`config.mk`:
```
export PLATFORM = sky130hd
export DESIGN_NAME = cam9t_array_ctrl
export DESIGN_NICKNAME = d
export VERILOG_FILES = /design/src/rtl/cam9t_pkg.sv /design/src/rtl/cam9t_prio_enc.sv /design/src/rtl/cam9t_array_ctrl.sv
export SDC_FILE = /design/constraint.sdc
export NUM_CORES = 1
export LEC_CHECK = 0
export BUFFER_PORTS_ARGS = -buffer_cell sky130_fd_sc_hd__buf_2
export CELL_PAD_IN_SITES_DETAIL_PLACEMENT = 1
export CELL_PAD_IN_SITES_GLOBAL_PLACEMENT = 2
export CORE_UTILIZATION = 29
export DETAILED_ROUTE_END_ITERATION = 6
export PLACE_DENSITY_LB_ADDON = 0.3
export SLEW_MARGIN = 15
export SYNTH_ARGS = -nofsm -noshare
export SYNTH_HDL_FRONTEND = slang
export SYNTH_SLANG_ARGS = --single-unit
```
`constraint.sdc`:
```
create_clock -name clk -period 3 [get_ports clk]
set_input_delay 0.6 -clock clk [delete_from_list [all_inputs] [get_ports clk]]
set_output_delay 0.6 -clock clk [all_outputs]
set_load 0.05 [all_outputs]
```
`src/rtl/cam9t_pkg.sv`:
```
// Shared definitions for the 9T CAM array controller: command opcodes,
// controller states and an index-width helper.
package cam9t_pkg;

  localparam logic [1:0] OP_WRITE  = 2'd0;
  localparam logic [1:0] OP_READ   = 2'd1;
  localparam logic [1:0] OP_SEARCH = 2'd2;
  localparam logic [1:0] OP_INVAL  = 2'd3;

  typedef enum logic [3:0] {
    ST_IDLE    = 4'd0,
    ST_W_SETUP = 4'd1,
    ST_W_PULSE = 4'd2,
    ST_W_HOLD  = 4'd3,
    ST_R_PRE   = 4'd4,
    ST_R_EVAL  = 4'd5,
    ST_S_PRE   = 4'd6,
    ST_S_EVAL  = 4'd7,
    ST_INVAL   = 4'd8,
    ST_DONE    = 4'd9
  } state_t;

  function automatic int unsigned clog2(input int unsigned v);
    int unsigned r;
    r = 0;
    while ((64'd1 << r) < 64'(v)) r++;
    return r;
  endfunction

endpackage

```
`src/rtl/cam9t_prio_enc.sv`:
```
// Lowest-set-bit priority encoder; idx is 0 when no bit is set.
module cam9t_prio_enc
  import cam9t_pkg::*;
#(
  parameter int unsigned ROWS = 16,
  localparam int unsigned IW = clog2(ROWS)
) (
  input  logic [ROWS-1:0] vec,
  output logic            hit,
  output logic [IW-1:0]   idx
);

  always_comb begin
    hit = 1'b0;
    idx = '0;
    for (int unsigned i = 0; i < ROWS; i++) begin
      if (vec[i] && !hit) begin
        hit = 1'b1;
        idx = IW'(i);
      end
    end
  end

endmodule

```
`src/rtl/cam9t_array_ctrl.sv`:
```
// Sequencing controller for a ROWS x WIDTH 9T CAM array: write, read,
// search and invalidate with per-row valid tracking.
module cam9t_array_ctrl
  import cam9t_pkg::*;
#(
  parameter int unsigned ROWS     = 16,
  parameter int unsigned WIDTH    = 8,
  parameter int unsigned WR_CYC   = 2,
  parameter int unsigned PRE_CYC  = 1,
  parameter int unsigned EVAL_CYC = 2,
  localparam int unsigned RW = clog2(ROWS)
) (
  input  logic             clk,
  input  logic             rst,
  input  logic             cmd_valid,
  output logic             cmd_ready,
  input  logic [1:0]       cmd_op,
  input  logic [RW-1:0]    cmd_row,
  input  logic [WIDTH-1:0] cmd_data,
  output logic [ROWS-1:0]  wlwr,
  output logic [WIDTH-1:0] dl,
  output logic [WIDTH-1:0] dlb,
  output logic [ROWS-1:0]  rwl,
  output logic             rbl_pre,
  input  logic [WIDTH-1:0] rbl,
  output logic             ml_pre,
  output logic [WIDTH-1:0] cam_data,
  input  logic [ROWS-1:0]  match,
  output logic             done,
  output logic [WIDTH-1:0] rd_data,
  output logic             hit,
  output logic [RW-1:0]    hit_idx,
  output logic [ROWS-1:0]  match_vec
);

  localparam int unsigned MAXC_WP = (WR_CYC > PRE_CYC) ? WR_CYC : PRE_CYC;
  localparam int unsigned MAXC    = (MAXC_WP > EVAL_CYC) ? MAXC_WP : EVAL_CYC;
  localparam int unsigned CW      = (MAXC > 1) ? clog2(MAXC) : 1;

  state_t           state_q, state_d;
  logic [CW-1:0]    cnt_q, cnt_d;
  logic [RW-1:0]    row_q, row_d;
  logic [WIDTH-1:0] data_q, data_d;
  logic [ROWS-1:0]  valid_q, valid_d;
  logic [WIDTH-1:0] rd_data_q, rd_data_d;
  logic             hit_q, hit_d;
  logic [RW-1:0]    hit_idx_q, hit_idx_d;
  logic [ROWS-1:0]  match_vec_q, match_vec_d;

  logic [ROWS-1:0]  match_valid;
  logic             enc_hit;
  logic [RW-1:0]    enc_idx;
  logic [ROWS-1:0]  row_onehot;

  assign match_valid = match & valid_q;
  assign row_onehot  = ROWS'(1) << row_q;

  cam9t_prio_enc #(.ROWS(ROWS)) u_prio_enc (
    .vec (match_valid),
    .hit (enc_hit),
    .idx (enc_idx)
  );

  // cnt counts down the remaining cycles of the current phase; 0 = last cycle.
  always_comb begin
    state_d     = state_q;
    cnt_d       = cnt_q;
    row_d       = row_q;
    data_d      = data_q;
    valid_d     = valid_q;
    rd_data_d   = rd_data_q;
    hit_d       = hit_q;
    hit_idx_d   = hit_idx_q;
    match_vec_d = match_vec_q;
    case (state_q)
      ST_IDLE: begin
        if (cmd_valid) begin
          row_d  = cmd_row;
          data_d = cmd_data;
          cnt_d  = '0;
          case (cmd_op)
            OP_WRITE:  state_d = ST_W_SETUP;
            OP_READ: begin
              state_d = ST_R_PRE;
              cnt_d   = CW'(PRE_CYC - 1);
            end
            OP_SEARCH: begin
              state_d = ST_S_PRE;
              cnt_d   = CW'(PRE_CYC - 1);
            end
            OP_INVAL:  state_d = ST_INVAL;
          endcase
        end
      end
      ST_W_SETUP: begin
        state_d = ST_W_PULSE;
        cnt_d   = CW'(WR_CYC - 1);
      end
      ST_W_PULSE: begin
        if (cnt_q == '0) begin
          state_d = ST_W_HOLD;
          cnt_d   = '0;
        end else begin
          cnt_d = cnt_q - 1'b1;
        end
      end
      ST_W_HOLD: begin
        valid_d[row_q] = 1'b1;
        state_d        = ST_DONE;
        cnt_d          = '0;
      end
      ST_R_PRE: begin
        if (cnt_q == '0) begin
          state_d = ST_R_EVAL;
          cnt_d   = CW'(EVAL_CYC - 1);
        end else begin
          cnt_d = cnt_q - 1'b1;
        end
      end
      ST_R_EVAL: begin
        if (cnt_q == '0) begin
          rd_data_d = ~rbl;
          state_d   = ST_DONE;
        end else begin
          cnt_d = cnt_q - 1'b1;
        end
      end
      ST_S_PRE: begin
        if (cnt_q == '0) begin
          state_d = ST_S_EVAL;
          cnt_d   = CW'(EVAL_CYC - 1);
        end else begin
          cnt_d = cnt_q - 1'b1;
        end
      end
      ST_S_EVAL: begin
        if (cnt_q == '0) begin
          match_vec_d = match_valid;
          hit_d       = enc_hit;
          hit_idx_d   = enc_idx;
          state_d     = ST_DONE;
        end else begin
          cnt_d = cnt_q - 1'b1;
        end
      end
      ST_INVAL: begin
        valid_d[row_q] = 1'b0;
        state_d        = ST_DONE;
        cnt_d          = '0;
      end
      ST_DONE: begin
        state_d = ST_IDLE;
        cnt_d   = '0;
      end
      default: state_d = ST_IDLE;
    endcase
  end

  always_ff @(posedge clk or posedge rst) begin
    if (rst) begin
      state_q     <= ST_IDLE;
      cnt_q       <= '0;
      row_q       <= '0;
      data_q      <= '0;
      valid_q     <= '0;
      rd_data_q   <= '0;
      hit_q       <= 1'b0;
      hit_idx_q   <= '0;
      match_vec_q <= '0;
    end else begin
      state_q     <= state_d;
      cnt_q       <= cnt_d;
      row_q       <= row_d;
      data_q      <= data_d;
      valid_q     <= valid_d;
      rd_data_q   <= rd_data_d;
      hit_q       <= hit_d;
      hit_idx_q   <= hit_idx_d;
      match_vec_q <= match_vec_d;
    end
  end

  // Array lines decode straight from state so an async reset drops them at once.
  always_comb begin
    wlwr     = '0;
    rwl      = '0;
    dl       = '0;
    dlb      = '0;
    rbl_pre  = 1'b0;
    ml_pre   = 1'b0;
    cam_data = '0;
    case (state_q)
      ST_W_SETUP, ST_W_HOLD: begin
        dl  = data_q;
        dlb = ~data_q;
      end
      ST_W_PULSE: begin
        wlwr = row_onehot;
        dl   = data_q;
        dlb  = ~data_q;
      end
      ST_R_PRE:  rbl_pre = 1'b1;
      ST_R_EVAL: rwl = row_onehot;
      ST_S_PRE: begin
        ml_pre   = 1'b1;
        cam_data = data_q;
      end
      ST_S_EVAL: cam_data = data_q;
      default: ;
    endcase
  end

  assign cmd_ready = (state_q == ST_IDLE);
  assign done      = (state_q == ST_DONE);
  assign rd_data   = rd_data_q;
  assign hit       = hit_q;
  assign hit_idx   = hit_idx_q;
  assign match_vec = match_vec_q;

endmodule

```
Word-level counts from Yosys, hierarchy flattened --
Index checks and enable logic that the tools add are counted.
Operators by class: add/sub/neg operators 1, order comparisons 2, eq/ne operators 17, shift operators 1, mux-type cells 52, bitwise gates (word level) 7, reduce and logical (&&, ||, !) cells 47
Operators with widths (number):
- $mux 4 | 13
- $and 16x16->16 | 2
- $mux 16 | 2
- $pmux 16 s2 | 1
- $pmux 4 s7 | 1
- $mux 8 | 3
- $mux 1 | 23
- $eq 4x3->1 const B | 4
- $logic_and 1x1->1 | 16
- $not 16->16 | 1
- $not 8->8 | 2
- $or 16x16->16 | 1
- $pmux 4 s4 | 1
- $shl 1x4->16 const A | 1
- $logic_not 1->1 | 15
- $mux 3 | 4
- $ne 2x2->1 const B | 5
- $reduce_or 3->1 | 3
- $eq 4x2->1 const B | 2
- $eq 4x4->1 const B | 2
- $reduce_and 2->1 | 4
- $reduce_or 2->1 | 4
- $lt 4x5->1 const B | 1
- $pmux 1 s5 | 1
- 13 further kinds | 15
Word-level totals: flip-flop bits (word level) 62, input port bits 41, output and inout bits 89, word-level logic and storage cells 136

Longest topological paths before layout --
depth in word-level cells 47, gate-level depth with buffers 8

Cells and area by module --
A second synthesis with hierarchy kept.
Unflattened totals: cell total of the unflattened synthesis 344, area, all modules 3424.5 µm²
Modules (own cells, without submodules):
- cam9t_array_ctrl | instances 1, cells an instance 314, area an instance 3240.6 µm²
- cam9t_prio_enc | instances 1, cells an instance 30, area an instance 183.9 µm²

Worst setup path after synthesis --
Ideal clock, no wire load.
path type register to output, start reg state_q[3], end out ml_pre, arrival time 2192 ps, setup slack 208 ps, cell stages (with the launch flop) 4, path buffers 2, cell sequence dfrtp_1 -> clkbuf_1 -> clkbuf_1 -> nor4_1
On the way: cells in the longest elaborated chain, start to end 2
Ends and longest elaborated chain:
- from (decl) | RTL line cam9t_array_ctrl.sv:40 | state_t state_q, state_d;
- from (signal assigned) | RTL line cam9t_array_ctrl.sv:171 | state_q <= state_d;
- $eq 4x3->1 | RTL line cam9t_array_ctrl.sv:192 | case (state_q)
- $mux 1 | RTL line cam9t_array_ctrl.sv:192
- to (decl) | RTL line cam9t_array_ctrl.sv:26 | output logic ml_pre,
No other way between the ends.

Worst setup path in the final report --
start reg state_q[0], end out rwl[13]
On the way: cells in the longest elaborated chain, start to end 2
Ends and longest elaborated chain:
- $eq 4x3->1 | RTL line cam9t_array_ctrl.sv:192
- $mux 16 | RTL line cam9t_array_ctrl.sv:192
- to (decl) | RTL line cam9t_array_ctrl.sv:23 | output logic [ROWS-1:0] rwl,
No other way between the ends.

==> out/metrics.cfg <==
[setup_path]
critical_path.reg2reg.endpoint=row_q[0]
ff2ff_setup_slack_ns=0.90
cp.arrival_ns=2.14
cp_max_fo=17
startpoint_type=flip-flop
worstSetupPathType=reg -> out
required_ns=2.40
end_kind=output port
reg2reg_from=state_q[0]
rr_worst_depth=5

[global_routing]
grtUsageMet2=0.2957
overflow=0
grt_pass1_wl_um=16460
globalRoute.busiestLayer=met2
grtUsageMet1=0.2310
grt_usage=0.1803
first_global_vias=3343
grt_max_degree=33
use_met3=0.04641
antenna_found_initial=0

[logic_synthesis]
synth.ff_latch_count=62
yosys.cell_types.count=40
yosysTopAreaCell=dfrtp_1
ys_warn_count=0
avgSynthCellArea_sq_um=8.446
synth_edf_count=0
synth-main-ff-cell=dfrtp_1
synth-async-reset-ratio=1.000
netlist_area_sq_um=3286
synthCells=389
synth.net_count=433
seq_area_frac_synth=0.4722
yosysTopAreaCellShare=0.4722
synth_area_leaders=dfrtp_1, nor2_1, nand2_1

[sta]
holdWs_ns=0.4011
fin_crit_sh=0.9131
rsz0062_at_grt=false
setup_slack_ns=0.2608
worst_pin_slew_ns=0.7322
fmax_mhz=365.1
slew_viol_final=0
setup_viol=0
hold_viol_final=0
fin_skew_ns=0.01023
min_period_ns=2.739
finalSetupTns_ns=0
slew_headroom=0.5112

[cts]
cts_max_level=3
numCtsBuffers=9
cts_tree=yes
clock_sinks=62
clk_pin_slew_worst_paths_ns=0.06
clk_path_buf_depth=2
worstSkewPairLatency_ns=0.33
cts_hold_buf=0
post_cts_buffers=0
cts_resized=0
ctsRootBufferMaster=clkbuf_16

[power_and_ir_drop]
cellLeakagePower_nw=2.208
power_density_nw_per_um2=1345
max-vdd-ir-drop_mv=0.6508

[status]
status=complete, no violations

[placement]
port-buffer-count=129
gp_congestion=0.7663
post-place-ws_ns=0.5937
place_inst=640
dpl.hpwl_um=7358

[layout]
drive_gt1_frac=0.3488
final_cell_mix=buf_2, nor2_1, nand2_1, dfrtp_1, a21oi_1
syn2layout_area_growth_pct=33.13
fillers=1363
final_nets=555
antenna_cells=0
final_common_cell=buf_2
fin_util=0.4000
stdcell_count=656

[detailed_routing]
drtAntennaViolNets=0
drt_iter0_markers=78
wl_per_cell_um=15.11
dr_total_vias=3251
vias_per_cell=4.956
first_pass_iters=4
wl_um=9912
drc_errors=0

[die]
die_y_um=108.4
dieWidth_um=108.4
row_count=38
die_area_sq_um=11760
boundaryPins=130
fp.coreArea_sq_um=10940
initial_core_util=0.3005

[job]
cap_violations=0

[worst_hold_path]
hold_class=in -> async

-- how the worst max path moves through the flow --
stage,start,to,slack (ns),depth (start not counted)
finish,state_q[0],rwl[13],0.26,4
detailed placement,state_q[0],rwl[13],0.59,4
CTS,state_q[0],rwl[13],0.23,4
floorplan,state_q[3],ml_pre,0.21,3
global placement,state_q[3],wlwr[6],0.61,4
global route,state_q[3],wlwr[3],0.07,4
-- worst max-delay path, stage by stage, from the launching register on --
cell and delay, ns:
dfrtp_1 0.52, inv_1 0.19, or4_4 0.67, nor2_1 0.15, buf_2 0.27
-- metal layers --
layer / routed length (um) / share of wire
met5: 0 / 0
met4: 140 / 0.014
met3: 567 / 0.057
met2: 4594 / 0.46
met1: 4609 / 0.46
-- cells by family (layout without fill, tap and decap cells) --
group | Yosys count | after routing | synth area share
and+or+nand+nor | 194 | 194 | 0.2727
AOI/OAI and AO/OA | 87 | 87 | 0.1561
DFF | 62 | 62 | 0.4722
buffers and inverters | 30 | 157 | 0.04341
muxes | 13 | 13 | 0.04417
adders and majority gates | 3 | 3 | 0.01143
-- metrics by stage --
stage | total power (W) | cell area, sq um
3_5_place_dp | 0.004778 | 4043
4_1_cts | 0.005950 | 4374
2_1_floorplan | 0.004005 | 3286
6_report | 0.005884 | 4374
3_3_place_gp | 0.004711 | 4043
5_1_grt | 0.006280 | 4374
-- cell usage after synthesis (2+ instances only) --
| master | number |
|---|---|
| nor3_1 | 10 |
| nand2_2 | 2 |
| a21oi_1 | 41 |
| nor2b_1 | 4 |
| buf_2 | 4 |
| and3_1 | 11 |
| buf_6 | 3 |
| mux2_2 | 12 |
| a221oi_1 | 2 |
| nand2_1 | 62 |
| a22oi_1 | 5 |
| nor2_1 | 64 |
| inv_1 | 5 |
| clkbuf_1 | 16 |
| o21ai_2 | 8 |
| ha_1 | 3 |
| o21ai_0 | 20 |
| nand4_1 | 3 |
| dfrtp_1 | 62 |
| and2_1 | 8 |
| nor4_1 | 2 |
| nand2b_1 | 4 |
| a31oi_1 | 4 |
| nand3_1 | 18 |
-- layout make-up --
type                    count  area, sq um  share of cell area
clock inverters             6        92.59             0.02117
repair buffers            134        695.7              0.1590
clock buffers              10        239.0             0.05463
multi-input cells         297         1592              0.3638
flip-flops and latches     62         1551              0.3547
well taps                 140        175.2             0.04005
inverters                   7        28.78            0.006579
-- power breakdown --
group,switching [W],internal [W]
clock,0.000393,0.000754
combinational,0.00230,0.000792
sequential,0.000414,0.00123
total,0.00311,0.00278
Power figures use the tool's default switching activity.
